$ cat config.mk
export PLATFORM = sky130hd
export DESIGN_NAME = chunk_serial_adder
export DESIGN_NICKNAME = d
export VERILOG_FILES = /design/src/rtl/chunk_serial_adder_pkg.sv /design/src/rtl/chunk_serial_adder_fa_nbit.sv /design/src/rtl/chunk_serial_adder.sv
export SDC_FILE = /design/constraint.sdc
export NUM_CORES = 1
export LEC_CHECK = 0
export ABC_AREA = 1
export CAP_MARGIN = 30
export CORE_MARGIN = 8
export CORE_UTILIZATION = 45
export CTS_CLUSTER_DIAMETER = 50
export DETAILED_ROUTE_END_ITERATION = 8
export GPL_TIMING_DRIVEN = 0
export PLACE_DENSITY_LB_ADDON = 0.25
export RECOVER_POWER = 100
export SLEW_MARGIN = 20
export SYNTH_ARGS = -nofsm -noshare
export SYNTH_HDL_FRONTEND = slang
export SYNTH_SLANG_ARGS = --single-unit
export TNS_END_PERCENT = 20
$ cat constraint.sdc
create_clock -name clk -period 5 [get_ports clk]
set_clock_uncertainty 0.05 [all_clocks]
set_input_delay 1.25 -clock clk [delete_from_list [all_inputs] [get_ports clk]]
set_output_delay 1.25 -clock clk [all_outputs]
set_load 0.01 [all_outputs]
$ cat src/rtl/chunk_serial_adder_pkg.sv
// Shared definitions for the chunk-serial adder: FSM state encoding and the
// counter-width helper used by the top level.
package chunk_serial_adder_pkg;

    typedef enum logic [1:0] {
        IDLE = 2'd0,
        RUN  = 2'd1
    } state_t;

    // Ceiling log2 of n, never less than 1 so a single-chunk build still has
    // a one-bit counter.
    function automatic int clog2_min1(input int n);
        int r;
        r = 0;
        for (int i = 0; i < 31; i++) begin
            if ((1 << i) < n) begin
                r = i + 1;
            end
        end
        return (r < 1) ? 1 : r;
    endfunction

endpackage

$ cat src/rtl/chunk_serial_adder_fa_nbit.sv
// W-bit ripple-carry adder slice built from single-bit full-adder cells.
// c_msb is the carry into the top bit, used by the caller for signed overflow.
module fa_nbit #(
    parameter int W = 4
) (
    input  logic [W-1:0] a,
    input  logic [W-1:0] b,
    input  logic         cin,
    output logic [W-1:0] s,
    output logic         cout,
    output logic         c_msb
);

    logic [W:0] c;

    assign c[0] = cin;

    // One full-adder cell per bit; carries ripple from bit 0 upwards.
    for (genvar i = 0; i < W; i++) begin : g_cell
        assign s[i]   = a[i] ^ b[i] ^ c[i];
        assign c[i+1] = (a[i] & b[i]) | (c[i] & (a[i] ^ b[i]));
    end

    assign cout  = c[W];
    assign c_msb = c[W-1];

endmodule

$ cat src/rtl/chunk_serial_adder.sv
// Multi-cycle adder/subtractor: WIDTH-bit operands are consumed CHUNK bits per
// clock through one shared CHUNK-bit slice, behind a start/done handshake.
//
// Handshake: start is sampled only while idle; an accepted start latches a, b,
// cin and sub, after which those inputs may change freely. busy is high while
// the operation runs; done is a single-cycle pulse on the cycle the result
// registers (s, cout, overflow) take their new value. Results hold until the
// next completion. Starts seen while busy are dropped, not queued.
//
// WIDTH must be a multiple of CHUNK and 1 <= CHUNK <= WIDTH.
module chunk_serial_adder
    import chunk_serial_adder_pkg::*;
#(
    parameter int WIDTH = 16,
    parameter int CHUNK = 4
) (
    input  logic             clk,
    input  logic             rst_n,
    input  logic             start,
    input  logic             sub,
    input  logic [WIDTH-1:0] a,
    input  logic [WIDTH-1:0] b,
    input  logic             cin,
    output logic             busy,
    output logic             done,
    output logic [WIDTH-1:0] s,
    output logic             cout,
    output logic             overflow
);

    localparam int N  = WIDTH / CHUNK;
    localparam int CW = clog2_min1(N);

    state_t           state;
    logic [CW-1:0]    cnt;
    logic [WIDTH-1:0] op_a;
    logic [WIDTH-1:0] op_b;
    logic [WIDTH-1:0] res;
    logic             carry;

    logic [CHUNK-1:0] slice_s;
    logic             slice_cout;
    logic             slice_cmsb;
    logic [WIDTH-1:0] res_next;

    // The shared slice always works on the lowest chunk of the operand
    // shift registers and the running carry.
    fa_nbit #(
        .W(CHUNK)
    ) u_slice (
        .a     (op_a[CHUNK-1:0]),
        .b     (op_b[CHUNK-1:0]),
        .cin   (carry),
        .s     (slice_s),
        .cout  (slice_cout),
        .c_msb (slice_cmsb)
    );

    // New result chunk enters at the MSB end so that after N steps the first
    // chunk computed has reached the LSB position.
    always_comb begin
        res_next = (res >> CHUNK) | (WIDTH'(slice_s) << (WIDTH - CHUNK));
    end

    // Control FSM plus datapath registers; all outputs are registered here.
    always_ff @(posedge clk or negedge rst_n) begin
        if (!rst_n) begin
            state    <= IDLE;
            cnt      <= '0;
            op_a     <= '0;
            op_b     <= '0;
            res      <= '0;
            carry    <= 1'b0;
            busy     <= 1'b0;
            done     <= 1'b0;
            s        <= '0;
            cout     <= 1'b0;
            overflow <= 1'b0;
        end else begin
            done <= 1'b0;
            case (state)
                IDLE: begin
                    if (start) begin
                        // Subtraction is a + ~b + 1, so invert b and force
                        // the initial carry; cin only matters for addition.
                        op_a  <= a;
                        op_b  <= sub ? ~b : b;
                        carry <= sub ? 1'b1 : cin;
                        cnt   <= '0;
                        busy  <= 1'b1;
                        state <= RUN;
                    end
                end
                RUN: begin
                    op_a  <= op_a >> CHUNK;
                    op_b  <= op_b >> CHUNK;
                    carry <= slice_cout;
                    res   <= res_next;
                    cnt   <= cnt + CW'(1);
                    if (cnt == CW'(N - 1)) begin
                        // Last chunk: its carries give cout and the signed
                        // overflow (carry into MSB xor carry out of MSB).
                        s        <= res_next;
                        cout     <= slice_cout;
                        overflow <= slice_cout ^ slice_cmsb;
                        done     <= 1'b1;
                        busy     <= 1'b0;
                        state    <= IDLE;
                    end
                end
                default: begin
                    state <= IDLE;
                    busy  <= 1'b0;
                end
            endcase
        end
    end

endmodule

==> impl_metrics.csv <==
group,metric,value,unit
status,status,"finished clean",
critical_path,startpoint_type,"flip-flop",
synthesis,ys.flop_type,"dfrtp_1",
critical_path,reg2reg_slack,2.72,ns
synthesis,syn_area,3050,um^2
pwr,cellPowerDensity,508,nW/um^2
cells_and_area,fillers,662,
synthesis,syn_area_per_cell,7.93,um^2
sta,setup-violations-final,0,
route,post_drt_wl_per_cell,12.4,um
route,ant_nets,0,
sta,finalWorstSetupSlack,2.27,ns
synthesis,synth_top_family_by_area,"simple AND/OR/NAND/NOR gates",
sta,tightest_slew,1.41,ns
placement,post-dp-hpwl,4930,um
route,drc_errors,0,
global_route,grt_pass1_wl,11600,um
critical_path,cp.depth,1,
synthesis,synth_fa_ha_area_frac,0.0303,
sta,maxSlewHeadroom,0.0622,
min_path,worstHoldStart,"cnt[0]",
placement,gp_congestion,0.805,
floorplanning,dieHeight,98.4,um
min_path,worst_hold_path.num_cells,1,
global_route,grt_pass1_vias,2570,
clocking,clk_pin_slew,0.07,ns
floorplanning,core,6680,um^2
min_path,whs_endpoint,"cnt[0]",
synthesis,synth.area.top_cells,"dfrtp_1 55%, nand2_1 23%, inv_1 6.1%",
route,totalWireLength,6670,um
synthesis,synthXorXnorAreaFrac,0,
route,drtIter0Drc,110,
clocking,clock_path_buffers,2,
synthesis,synth-simple-area-share,0.265,
synthesis,synth_warnings,0,
cells_and_area,area_delta_synth_final,27.2,%
min_path,holdCritPathClass,"reg2reg",
synthesis,async_flop_share,1.00,
cells_and_area,layoutNonFillerInstCount,537,
synthesis,syn-num-nets,427,
synthesis,synth_edf_count,0,
sta,finalMaxSlewViolations,0,
synthesis,synth_cells,385,
clocking,cts_resized,0,
sta,rsz0062_at_grt,"false",
route,dr_total_vias,2535,
sta,fmax,367,MHz
sta,tns,0,ns
route,viasPerCell,4.72,
clocking,hold_buffers,0,
critical_path,crit_path_cell_trace,"dlygate4sd3_1",
placement,placedCellCount,521,
global_route,grt_start_max_net_pins,43,
floorplanning,die_area,9680,um^2
placement,portBuffers,55,
critical_path,reg2reg_to,"res[15]",
synthesis,yosys.area.top_type,"dfrtp_1",
global_route,grtUsageTotal,0.149,
floorplanning,io_pins,57,
placement,place_ws,2.34,ns
critical_path,cp.required,3.70,ns
clocking,cts_tree,"yes",
synthesis,muxShareOfSynthArea,0,
critical_path,slowest_stage,"dlygate4sd3_1",
job,cap_violations,0,
critical_path,crit_type,"reg2out",
critical_path,critical-path-top-delay-family,"buffers and inverters",
clocking,root_buffer,"clkbuf_8",
synthesis,synth.most_common_cell,"nand2_1",
clocking,htreeDepth,3,
clocking,clock-sinks,67,
pwr,leakage,0.00215,uW
synthesis,ys_ff_latch,67,
floorplanning,start_util,0.457,
sta,finalCritPeriodShare,0.546,
floorplanning,fp.dieW,98.4,um
critical_path,crit_start,"busy",
clocking,cts_setup_buffers,0,
synthesis,yosysSeqAreaShare,0.549,
global_route,antenna_found_initial,0,
critical_path,cp_slowest_stage_delay,0.66,ns
critical_path,rr_worst_depth,8,
critical_path,worst_setup_path_end_kind,"output port",
synthesis,synth_top_area_frac,0.549,
critical_path,cp.arrival,1.43,ns
synthesis,synth.distinct_cells,15,
sta,hold_violations,0,
route,dr.pass1.iters,4,
cells_and_area,fin_nets,494,
global_route,grt_overflow,0,
synthesis,synthTopCellsByCount,"186 x nand2_1, 67 x dfrtp_1, 50 x inv_1",
floorplanning,rows,30,
critical_path,timing.rr.start,"op_a[0]",
cells_and_area,antennaDiodeCount,0,
synthesis,synth_compound_area_frac,0.0623,
sta,post-route-min-period,2.73,ns
critical_path,path_buf_inv,1,
pwr,ir_drop,0.000276,V
clocking,clkLatencyLatePin,0.34,ns
critical_path,path_max_fanout,6,
clocking,cts_buffers,9,
cells_and_area,drive_gt1_frac,0.0569,
cell type report:
cell class / count / area, um^2 / area share
Tap cell: 80 / 100 / 0.0258
Sequential cell: 67 / 1680 / 0.432
Clock inverter: 7 / 68.8 / 0.0177
Clock buffer: 9 / 124 / 0.0319
Timing Repair Buffer: 56 / 564 / 0.145
Inverter: 51 / 191 / 0.0493
Buffer: 17 / 76.3 / 0.0197
Multi-Input combinational cell: 250 / 1080 / 0.279
metrics by stage:
stage | util | hold slack [ns] | total power (uW) | area (um^2)
after global placement | 0.554 | 0.409 | 1570 | 3700
after floorplan | - | 0.393 | 1280 | 3050
after CTS | 0.586 | 0.426 | 2040 | 3910
final | 0.581 | 0.427 | 1970 | 3880
after global routing | 0.581 | 0.445 | 2140 | 3880
after detailed placement | 0.557 | 0.414 | 1600 | 3720
registers in the layout, indices dropped and copies added (netlist names):
signal / cells
s: 16
cnt: 2
op_a: 16
overflow: 1
cout: 1
busy: 1
done: 1
res: 12
carry: 1
op_b: 16
how the worst max path moves through the flow:
stage | to | slack [ns]
final | busy | 2.27
after global routing | op_a[12] | 2.15
after CTS | busy | 2.25
after detailed placement | op_b[3] | 2.34
after global placement | op_b[12] | 0.47
after floorplan | s[15] | 2.82
per-layer routing:
layer | global-route usage | vias to the layer above | share of wire | routed length, um
met1 | 0.168 | 1176 | 0.45 | 2970
met5 | 0 | - | 0 | 0
li1 | - | 1297 | - | -
met3 | 0.0441 | 14 | 0.049 | 329
met2 | 0.253 | 48 | 0.48 | 3230
met4 | 0.0673 | 0 | 0.021 | 142
cell usage in the layout (no fill, tap or decap), types with 3 or more instances in the layout:
| cell | count |
|---|---|
| nand2_1 | 186 |
| dfrtp_1 | 67 |
| inv_1 | 50 |
| clkdlybuf4s50_1 | 33 |
| o21ai_0 | 24 |
| dlygate4sd3_1 | 21 |
| nand3_1 | 18 |
| a21oi_1 | 12 |
| clkbuf_1 | 10 |
| clkbuf_8 | 9 |
| buf_2 | 7 |
| fa_1 | 4 |
| nor2_1 | 3 |
| clkinv_2 | 3 |
report_power, final:
| part | total (uW) | leakage, uW | switching [uW] | internal (uW) |
|---|---|---|---|---|
| clock | 441 | 0.0000950 | 212 | 228 |
| sequential | 856 | 0.000877 | 110 | 746 |
| combinational | 676 | 0.00118 | 393 | 283 |
| total | 1970 | 0.00215 | 716 | 1260 |
cells by family after synthesis:
group           after synthesis
simple gates                207
fa+ha+maj                     5
flops                        67
compound gates               38
buf+inv                      68
No activity file was read; power rests on OpenSTA's default activity.
